===== src/rtl/lsu_par_pkg.sv =====
// Shared constants and helpers for the dcache parity pipeline.
// Half-split widths and the parity reduction live here so both pipeline variants agree.
package lsu_par_pkg;

  localparam int STAGES_MIN = 1;
  localparam int STAGES_MAX = 2;
  // Widest parity group par_reduce can fold; narrower groups are zero-extended.
  localparam int PAR_MAX_W  = 64;

  function automatic bit stages_legal(input int stages);
    return (stages >= STAGES_MIN) && (stages <= STAGES_MAX);
  endfunction

  // Lower half of a group; an odd extra bit lands in the upper half.
  function automatic int half_lo_w(input int width);
    return width / 2;
  endfunction

  function automatic int half_hi_w(input int width);
    return width - (width / 2);
  endfunction

  function automatic logic par_reduce(input logic [PAR_MAX_W-1:0] data, input logic odd);
    return (^data) ^ odd;
  endfunction

endpackage


===== src/rtl/lsu_dc_parity_stage.sv =====
// One valid/ready register slice; holds while the consumer stalls and refills
// whenever it is empty, so bubbles collapse.
module lsu_dc_parity_stage
  import lsu_par_pkg::*;
#(
  parameter int DW = 1
) (
  input  logic          clk,
  input  logic          reset,
  input  logic          in_vld,
  output logic          in_rdy,
  input  logic [DW-1:0] in_payload,
  output logic          out_vld,
  input  logic          out_rdy,
  output logic [DW-1:0] out_payload
);

  logic          vld_reg;
  logic [DW-1:0] payload_reg;

  assign in_rdy      = ~reset & (~vld_reg | out_rdy);
  assign out_vld     = vld_reg;
  assign out_payload = payload_reg;

  always_ff @(posedge clk) begin
    if (reset) begin
      vld_reg <= 1'b0;
    end else if (in_rdy) begin
      vld_reg <= in_vld;
    end
  end

  always_ff @(posedge clk) begin
    if (in_vld && in_rdy) begin
      payload_reg <= in_payload;
    end
  end

endmodule


===== src/rtl/lsu_dc_parity_pipe.sv =====
// Pipelined dcache parity generator/checker with saturating error counter
// and sticky first-error log, updated on the output handshake only.
module lsu_dc_parity_pipe
  import lsu_par_pkg::*;
#(
  parameter int WIDTH  = 8,
  parameter int NUM    = 16,
  parameter int STAGES = 1,
  parameter int CNT_W  = 8
) (
  input  logic                   rclk,
  input  logic                   reset,
  input  logic                   in_vld,
  output logic                   in_rdy,
  input  logic [WIDTH*NUM-1:0]   in_data,
  input  logic [NUM-1:0]         in_par,
  input  logic                   in_chk,
  input  logic                   in_odd,
  output logic                   out_vld,
  input  logic                   out_rdy,
  output logic [WIDTH*NUM-1:0]   out_data,
  output logic [NUM-1:0]         out_par,
  output logic [NUM-1:0]         out_err,
  output logic                   out_any_err,
  output logic [CNT_W-1:0]       err_cnt,
  output logic                   err_log_vld,
  output logic [NUM-1:0]         err_log_mask,
  input  logic                   err_clr
);

  localparam int DW     = WIDTH * NUM;
  localparam int LO_W   = half_lo_w(WIDTH);
  localparam int HI_W   = half_hi_w(WIDTH);
  localparam int OUT_PW = DW + 2 * NUM;

  logic [OUT_PW-1:0] out_payload;

  generate
    if (!stages_legal(STAGES)) begin : g_bad_stages
      $error("lsu_dc_parity_pipe: STAGES must be 1 or 2");
    end

    if (STAGES == 1) begin : g_s1
      logic [NUM-1:0] par;
      logic [NUM-1:0] err;

      for (genvar gi = 0; gi < NUM; gi++) begin : g_grp
        assign par[gi] = par_reduce(PAR_MAX_W'(in_data[WIDTH*gi +: WIDTH]), in_odd);
      end
      assign err = (par ^ in_par) & {NUM{in_chk}};

      lsu_dc_parity_stage #(.DW(OUT_PW)) u_stage_a (
        .clk         (rclk),
        .reset       (reset),
        .in_vld      (in_vld),
        .in_rdy      (in_rdy),
        .in_payload  ({in_data, par, err}),
        .out_vld     (out_vld),
        .out_rdy     (out_rdy),
        .out_payload (out_payload)
      );
    end else begin : g_s2
      // Stage A carries half-group XORs plus the mode bits; stage B finishes the compare.
      localparam int APW = DW + 3 * NUM + 2;

      logic [NUM-1:0] lo;
      logic [NUM-1:0] hi;
      logic [APW-1:0] a_payload;
      logic           a_vld;
      logic           b_rdy;
      logic [DW-1:0]  a_data;
      logic [NUM-1:0] a_lo;
      logic [NUM-1:0] a_hi;
      logic [NUM-1:0] a_pin;
      logic           a_chk;
      logic           a_odd;
      logic [NUM-1:0] b_par;
      logic [NUM-1:0] b_err;

      for (genvar gi = 0; gi < NUM; gi++) begin : g_grp
        assign lo[gi] = par_reduce(PAR_MAX_W'(in_data[WIDTH*gi +: LO_W]), 1'b0);
        assign hi[gi] = par_reduce(PAR_MAX_W'(in_data[WIDTH*gi+LO_W +: HI_W]), 1'b0);
      end

      lsu_dc_parity_stage #(.DW(APW)) u_stage_a (
        .clk         (rclk),
        .reset       (reset),
        .in_vld      (in_vld),
        .in_rdy      (in_rdy),
        .in_payload  ({in_data, lo, hi, in_par, in_chk, in_odd}),
        .out_vld     (a_vld),
        .out_rdy     (b_rdy),
        .out_payload (a_payload)
      );

      assign a_data = a_payload[APW-1 -: DW];
      assign a_lo   = a_payload[2*NUM+2 +: NUM];
      assign a_hi   = a_payload[NUM+2 +: NUM];
      assign a_pin  = a_payload[2 +: NUM];
      assign a_chk  = a_payload[1];
      assign a_odd  = a_payload[0];
      assign b_par  = a_lo ^ a_hi ^ {NUM{a_odd}};
      assign b_err  = (b_par ^ a_pin) & {NUM{a_chk}};

      lsu_dc_parity_stage #(.DW(OUT_PW)) u_stage_b (
        .clk         (rclk),
        .reset       (reset),
        .in_vld      (a_vld),
        .in_rdy      (b_rdy),
        .in_payload  ({a_data, b_par, b_err}),
        .out_vld     (out_vld),
        .out_rdy     (out_rdy),
        .out_payload (out_payload)
      );
    end
  endgenerate

  assign out_data    = out_payload[OUT_PW-1 -: DW];
  assign out_par     = out_payload[NUM +: NUM];
  assign out_err     = out_payload[NUM-1:0];
  // Gating by out_vld keeps unreset payload bits away from the error flag.
  assign out_any_err = out_vld & (|out_err);

  logic             err_hs;
  logic [CNT_W-1:0] err_cnt_reg;
  logic             err_log_vld_reg;
  logic [NUM-1:0]   err_log_mask_reg;

  assign err_hs = out_vld & out_rdy & out_any_err;

  always_ff @(posedge rclk) begin
    if (reset) begin
      err_cnt_reg      <= '0;
      err_log_vld_reg  <= 1'b0;
      err_log_mask_reg <= '0;
    end else if (err_clr) begin
      // Clear wins on the counter but the concurrent error re-arms the log.
      err_cnt_reg      <= '0;
      err_log_vld_reg  <= err_hs;
      err_log_mask_reg <= err_hs ? out_err : '0;
    end else if (err_hs) begin
      if (err_cnt_reg != '1) begin
        err_cnt_reg <= err_cnt_reg + 1'b1;
      end
      if (!err_log_vld_reg) begin
        err_log_vld_reg  <= 1'b1;
        err_log_mask_reg <= out_err;
      end
    end
  end

  assign err_cnt      = err_cnt_reg;
  assign err_log_vld  = err_log_vld_reg;
  assign err_log_mask = err_log_mask_reg;

endmodule

===== config.mk =====
export PLATFORM = sky130hd
export DESIGN_NAME = lsu_dc_parity_pipe
export DESIGN_NICKNAME = d
export VERILOG_FILES = /design/src/rtl/lsu_par_pkg.sv /design/src/rtl/lsu_dc_parity_stage.sv /design/src/rtl/lsu_dc_parity_pipe.sv
export SDC_FILE = /design/constraint.sdc
export NUM_CORES = 1
export LEC_CHECK = 0
export CAP_MARGIN = 30
export CORE_AREA = 2 2 190 99
export CTS_CLUSTER_SIZE = 20
export DETAILED_ROUTE_END_ITERATION = 7
export DIE_AREA = 0 0 192 101
export GPL_ROUTABILITY_DRIVEN = 0
export MAX_ROUTING_LAYER = met4
export PLACE_DENSITY_LB_ADDON = 0.25
export SETUP_SLACK_MARGIN = 0.02
export SYNTH_ARGS = -nofsm -noshare
export SYNTH_HDL_FRONTEND = slang
export SYNTH_SLANG_ARGS = --single-unit

===== constraint.sdc =====
create_clock -name rclk -period 7.79 [get_ports rclk]
set_input_delay 1.1685 -clock rclk [delete_from_list [all_inputs] [get_ports rclk]]
set_output_delay 1.1685 -clock rclk [all_outputs]
set_load 0.005 [all_outputs]

Yosys cells after proc, flatten, opt, wreduce, memory -nomap -nowiden:

Index checks and enable logic that the tools add are counted.
W data, S select, Z words.

* bits in writable memories: 0
* bits in read-only memories: 0
* memories kept: 0
* word-level logic and storage cells: 61
* output and inout bits: 188
* latch bits: 0
* bits of input ports: 151
* bits in registers: 186

* multiply operators: 0
* bitwise logic cells: 25
* order comparisons: 0
* equality and inequality tests: 2
* shift-type cells: 0
* mux-type cells: 6
* reductions and logical operators: 22
* divide/modulo/power cells: 0
* add/subtract/negate cells: 1

Operators with widths (count)
* $reduce_xor A64 Y1: 16
* $mux W16: 4
* $and A16 B16 Y16: 1
* $reduce_or A16 Y1: 1
* $xor A1 B1 Y1: 16
* $xor A16 B16 Y16: 1
* $add A8 B1 Y8 const B: 1
* $ne A8 B8 Y1 const B: 1
* $and A1 B1 Y1: 4
* $reduce_and A2 Y1: 2
* $mux W1: 2
* $ne A2 B2 Y1 const B: 1
* $not A1 Y1: 2
* $reduce_bool A2 Y1: 1
* $reduce_or A2 Y1: 1
* $logic_and A1 B1 Y1: 1
* $or A1 B1 Y1: 1

Depth between registers and ports, before layout:

* depth in word-level cells: 5
* gate-level depth with buffers: 6
* mapped depth without buffers: 5

Hierarchy:

Synthesis repeated with hierarchy kept, for this count alone.

* cell total of the unflattened synthesis: 458
* area, all modules: 7734.9 sq um

Modules (own cells, without submodules)
* lsu_dc_parity_stage: cells each 165, sequential area each 4824.6 sq um, instances 1, area each 4864.7 sq um
* lsu_dc_parity_pipe: cells each 293, sequential area each 500.5 sq um, instances 1, area each 2870.3 sq um

Worst setup path after synthesis:

OpenSTA, ideal clock, no wires.

* kind: input to register
* from: input port reset
* to: register g_s1.u_stage_a.payload_reg[0] (netlist: g_s1.u_stage_a.out_payload[0]) (enable)
* arrival: 5.217 ns
* required time: 7.250 ns
* stages on the path: 3
* library setup time: 0.540 ns
* setup slack: 2.033 ns
* path buffers: 1
* cells stage by stage: clkbuf_1 nor2_1 and2_1

* word-level cells in the longest chain between the ends: 3

Ends and longest elaborated chain
* start, declared: line lsu_dc_parity_pipe.sv:12 `input logic reset,`
* $not A1 Y1: line lsu_dc_parity_stage.sv:21 `assign in_rdy = ~reset & (~vld_reg | out_rdy);`
* $and A1 B1 Y1: line lsu_dc_parity_stage.sv:21
* net in_rdy: line lsu_dc_parity_pipe.sv:14 `output logic in_rdy,`
* $logic_and A1 B1 Y1: line lsu_dc_parity_stage.sv:34 `if (in_vld && in_rdy) begin`
* end signal, assigned: line lsu_dc_parity_stage.sv:35 `payload_reg <= in_payload;`
* end, declared: line lsu_dc_parity_stage.sv:19 `logic [DW-1:0] payload_reg;`

The timed path passes the listed nets, and every way through them passes these cells.
A chain may end at the register's enable or synchronous reset.

Final worst setup path:

* from: register g_s1.u_stage_a.payload_reg[0] (netlist: g_s1.u_stage_a.out_payload[0])
* to: output port out_any_err

* word-level cells in the longest chain between the ends: 2

Ends and longest elaborated chain
* $reduce_or A16 Y1: line lsu_dc_parity_pipe.sv:122 `assign out_any_err = out_vld & (|out_err);`
* $and A1 B1 Y1: line lsu_dc_parity_pipe.sv:122
* end, declared: line lsu_dc_parity_pipe.sv:24 `output logic out_any_err,`

No other way between the ends.

==> results.md <==
- Outcome: finished clean
- Cells after Synth: between 400 and 500
- Worst rel slew slack: 0.345
- FF-to-FF path depth: 4
- Seq. cell area: 0.00533 sq mm
- Post-DP Area: 0.0114 sq mm
- Non-Filler Instances: 1,063
- Ratio of cells with drive above 1 in the final layout: 0.0498
- HPWL Detailed: between 15,000 and 20,000 microns
- Worst Path Required: roughly 6.6 ns
- Ys flop type: edfxtp_1
- Final Setup Violations: 0
- Worst Hold Depth: 2
- Clk sinks: approximately 190
- P&R area growth vs syn: 53.6%
- Vias: between 5,000 and 6,000
- CP max stage cell: o41ai_4
- Die width: around 190 microns
- Starting Density: 0.437
- Root Driver: clkbuf_16
- Max Freq: about 0.24 GHz
- Area of the multi-input gates: 0.00241 sq mm
- Crit path cell chain: or4_4 -> o41ai_4 -> inv_1 -> clkdlybuf4s50_1
- Critical path type: reg -> out
- WHS: approximately 0.52 ns
- Asr flop ratio synth: 0
- CP peak stage delay: around 0.90 ns
- Max clock buf depth: 2
- Fin. Hold Viols: 0
- Cts repair resizes: 0
- HP Class: reg -> reg
- Post-synth EDFFs: between 150 and 200
- Syn Std Cell Area: ~0.008 sq mm
- Post-DRT Antenna Nets: 0
- Most frequent cells in the layout: clkdlybuf4s50_1, edfxtp_1, xor2_1, xnor2_1, nor2b_1
- Area leader, netlist: edfxtp_1
- Placeable Area: about 0.018 sq mm
- GRT Overall Usage: 0.219
- Post-CTS Setup Repair Bufs: 0
- Number of DRC markers in iteration 0: around 290
- Congestion Overflow GR: 0
- Setup TNS: 0 ns
- Syn_area_per_cell: between 15 and 20 sq um
- Worst hold path startpoint: err_cnt[4]
- Final setup margin: between 3 and 4 ns
- Clk_skew: about 0.0079 ns
- Vias in the first global route: about 5,300
- Synth cell types: 38
- Fin crit share: 0.546
- FF-to-FF Start: g_s1.u_stage_a.out_payload[0]
- I/O pins: around 340
- CTS Hold Bufs: 0
- CP Buf/Inv Count: 2
- Design Area, Final: around 0.012 sq mm
- Reg2Reg Setup Slack: ~5.2 ns
- Most common cell after layout, fill and taps aside: clkdlybuf4s50_1
- Leakage: ~4.4 nW
- CTS Buf Count: 17
- CTS clk-pin slew, worst paths: about 0.070 ns
- Final wirelength: ~21,000 microns
- Final Critical Period: between 4 and 5 ns
- Drt drc: 0
- Max cap viols: 0
- Peak supply drop: ~0.00014 V
- FF+latch count, synth: roughly 190
- Pre-antenna DRT Iters: 4
- Startpoint types: flip-flop
- Cell Pwr Density: 209 mW/mm^2
- Syn_nets: between 600 and 700
- First-pass GRT wire length: ~30,000 microns
- RSZ-0062 raised after global routing: false
- Seq/Total Area, Yosys: 0.682
- Antenna Cells: 0
- Port buffer count: between 300 and 400
- Clk_lat worst skew: 0.42 ns
- Pre-CTS setup slack: about 3.7 ns
- Slew @ Worst Pin: 0.983 ns
- Synth Warn #: 0
- CP delay by family, top: compound AO/OA/AOI/OAI gates
- Die Ht: between 100 and 150 microns
- Crit. End Element: output pin
- Crit Reg-Reg Endpoint: err_cnt[6]
- Design Power: between 2 and 3 mW
- Nets@finish: approximately 960
- CTS tree: built
- Row cnt: 35
- WL/cell: just under 20 microns
- CTS H-tree depth: 4
- Fin util: 0.671
- Max reg flops: 160
- Die footprint: a little under 0.02 sq mm
- Critical path fanouts, max: 17
- Top cells by area, synth: edfxtp_1, xnor3_1, dfxtp_1
- Slew Viols, Final: 0
- Antenna violations before repair: 0
- Largest net degree at the start of global routing: 67
- Layout fillers: 1,251
- DR vias/cell: ~4.8
- CP arrival: around 3.1 ns
- Dpl cells: a little over 1,000
- Hold Path Sink: err_cnt[4]
- Yosys top cell area share: 0.615
[final cells by class]
cell class,count,area share
timing repair buffer,341,0.284
inverter,2,0.000626
clock buffer,20,0.0364
tap,240,0.0250
sequential,186,0.444
clock inverter,12,0.00939
multi-input combinational,262,0.201
[cell usage after synthesis, types with 2 or more instances]
library cell    n
edfxtp_1      160
xnor2_1        48
xor2_1         48
nor2b_1        33
xnor3_1        32
dfxtp_1        26
a21oi_1        21
nand3_1        18
o21ai_0        11
o21ai_1         9
clkbuf_1        8
nor2_1          6
and2_1          4
nand2_1         3
or3_1           3
or4_4           3
a41o_1          2
buf_2           2
buf_6           2
inv_1           2
nand2b_1        2
nand4_1         2
o41ai_4         2
or2_2           2
or4_1           2
[layer usage]
| layer | wire length (microns) | part of all wire | global-route usage | vias to the layer above |
|---|---|---|---|---|
| met5 | 0 | 0 | - | - |
| li1 | - | - | - | 2408 |
| met1 | 8580 | 0.41 | 0.257 | 2526 |
| met4 | 136 | 0.0065 | 0.0470 | 0 |
| met2 | 10300 | 0.49 | 0.365 | 194 |
| met3 | 1870 | 0.090 | 0.0773 | 10 |
[power breakdown]
part / switching, mW / leakage, nW / internal (mW)
Clock: 0.385 / 0.270 / 0.446
Sequential: 0.0188 / 1.70 / 1.16
Combinational: 0.193 / 2.38 / 0.301
[worst max path at each step]
stage                                      to  slack [ns]                           from  cells past startpoint
2_1_floorplan   g_s1.u_stage_a.out_payload[0]        2.03                          reset                      3
3_3_place_gp   g_s1.u_stage_a.out_payload[57]        3.76                          reset                      4
3_5_place_dp   g_s1.u_stage_a.out_payload[58]        3.66                          reset                      4
4_1_cts                           out_any_err        3.52  g_s1.u_stage_a.out_payload[0]                      4
5_1_grt                           out_any_err        3.39  g_s1.u_stage_a.out_payload[0]                      4
6_report                          out_any_err        3.54  g_s1.u_stage_a.out_payload[0]                      4
[logic make-up after synthesis]
| family | count (synthesis) | synth area share |
|---|---|---|
| mux | 1 | 0.00128 |
| compound gates | 52 | 0.0439 |
| buf+inv | 16 | 0.0104 |
| flops | 186 | 0.682 |
| xor+xnor | 128 | 0.200 |
| simple gates | 80 | 0.0610 |
| fa+ha+maj | 1 | 0.00160 |
[worst register-to-register path, cell delays in order, from the launching register on]
cell	delay [ns]
edfxtp_1	0.42
or4_4	0.60
o41a_1	0.81
a41oi_1	0.50
a211oi_2	0.10
No activity file was read; power rests on OpenSTA's default activity.
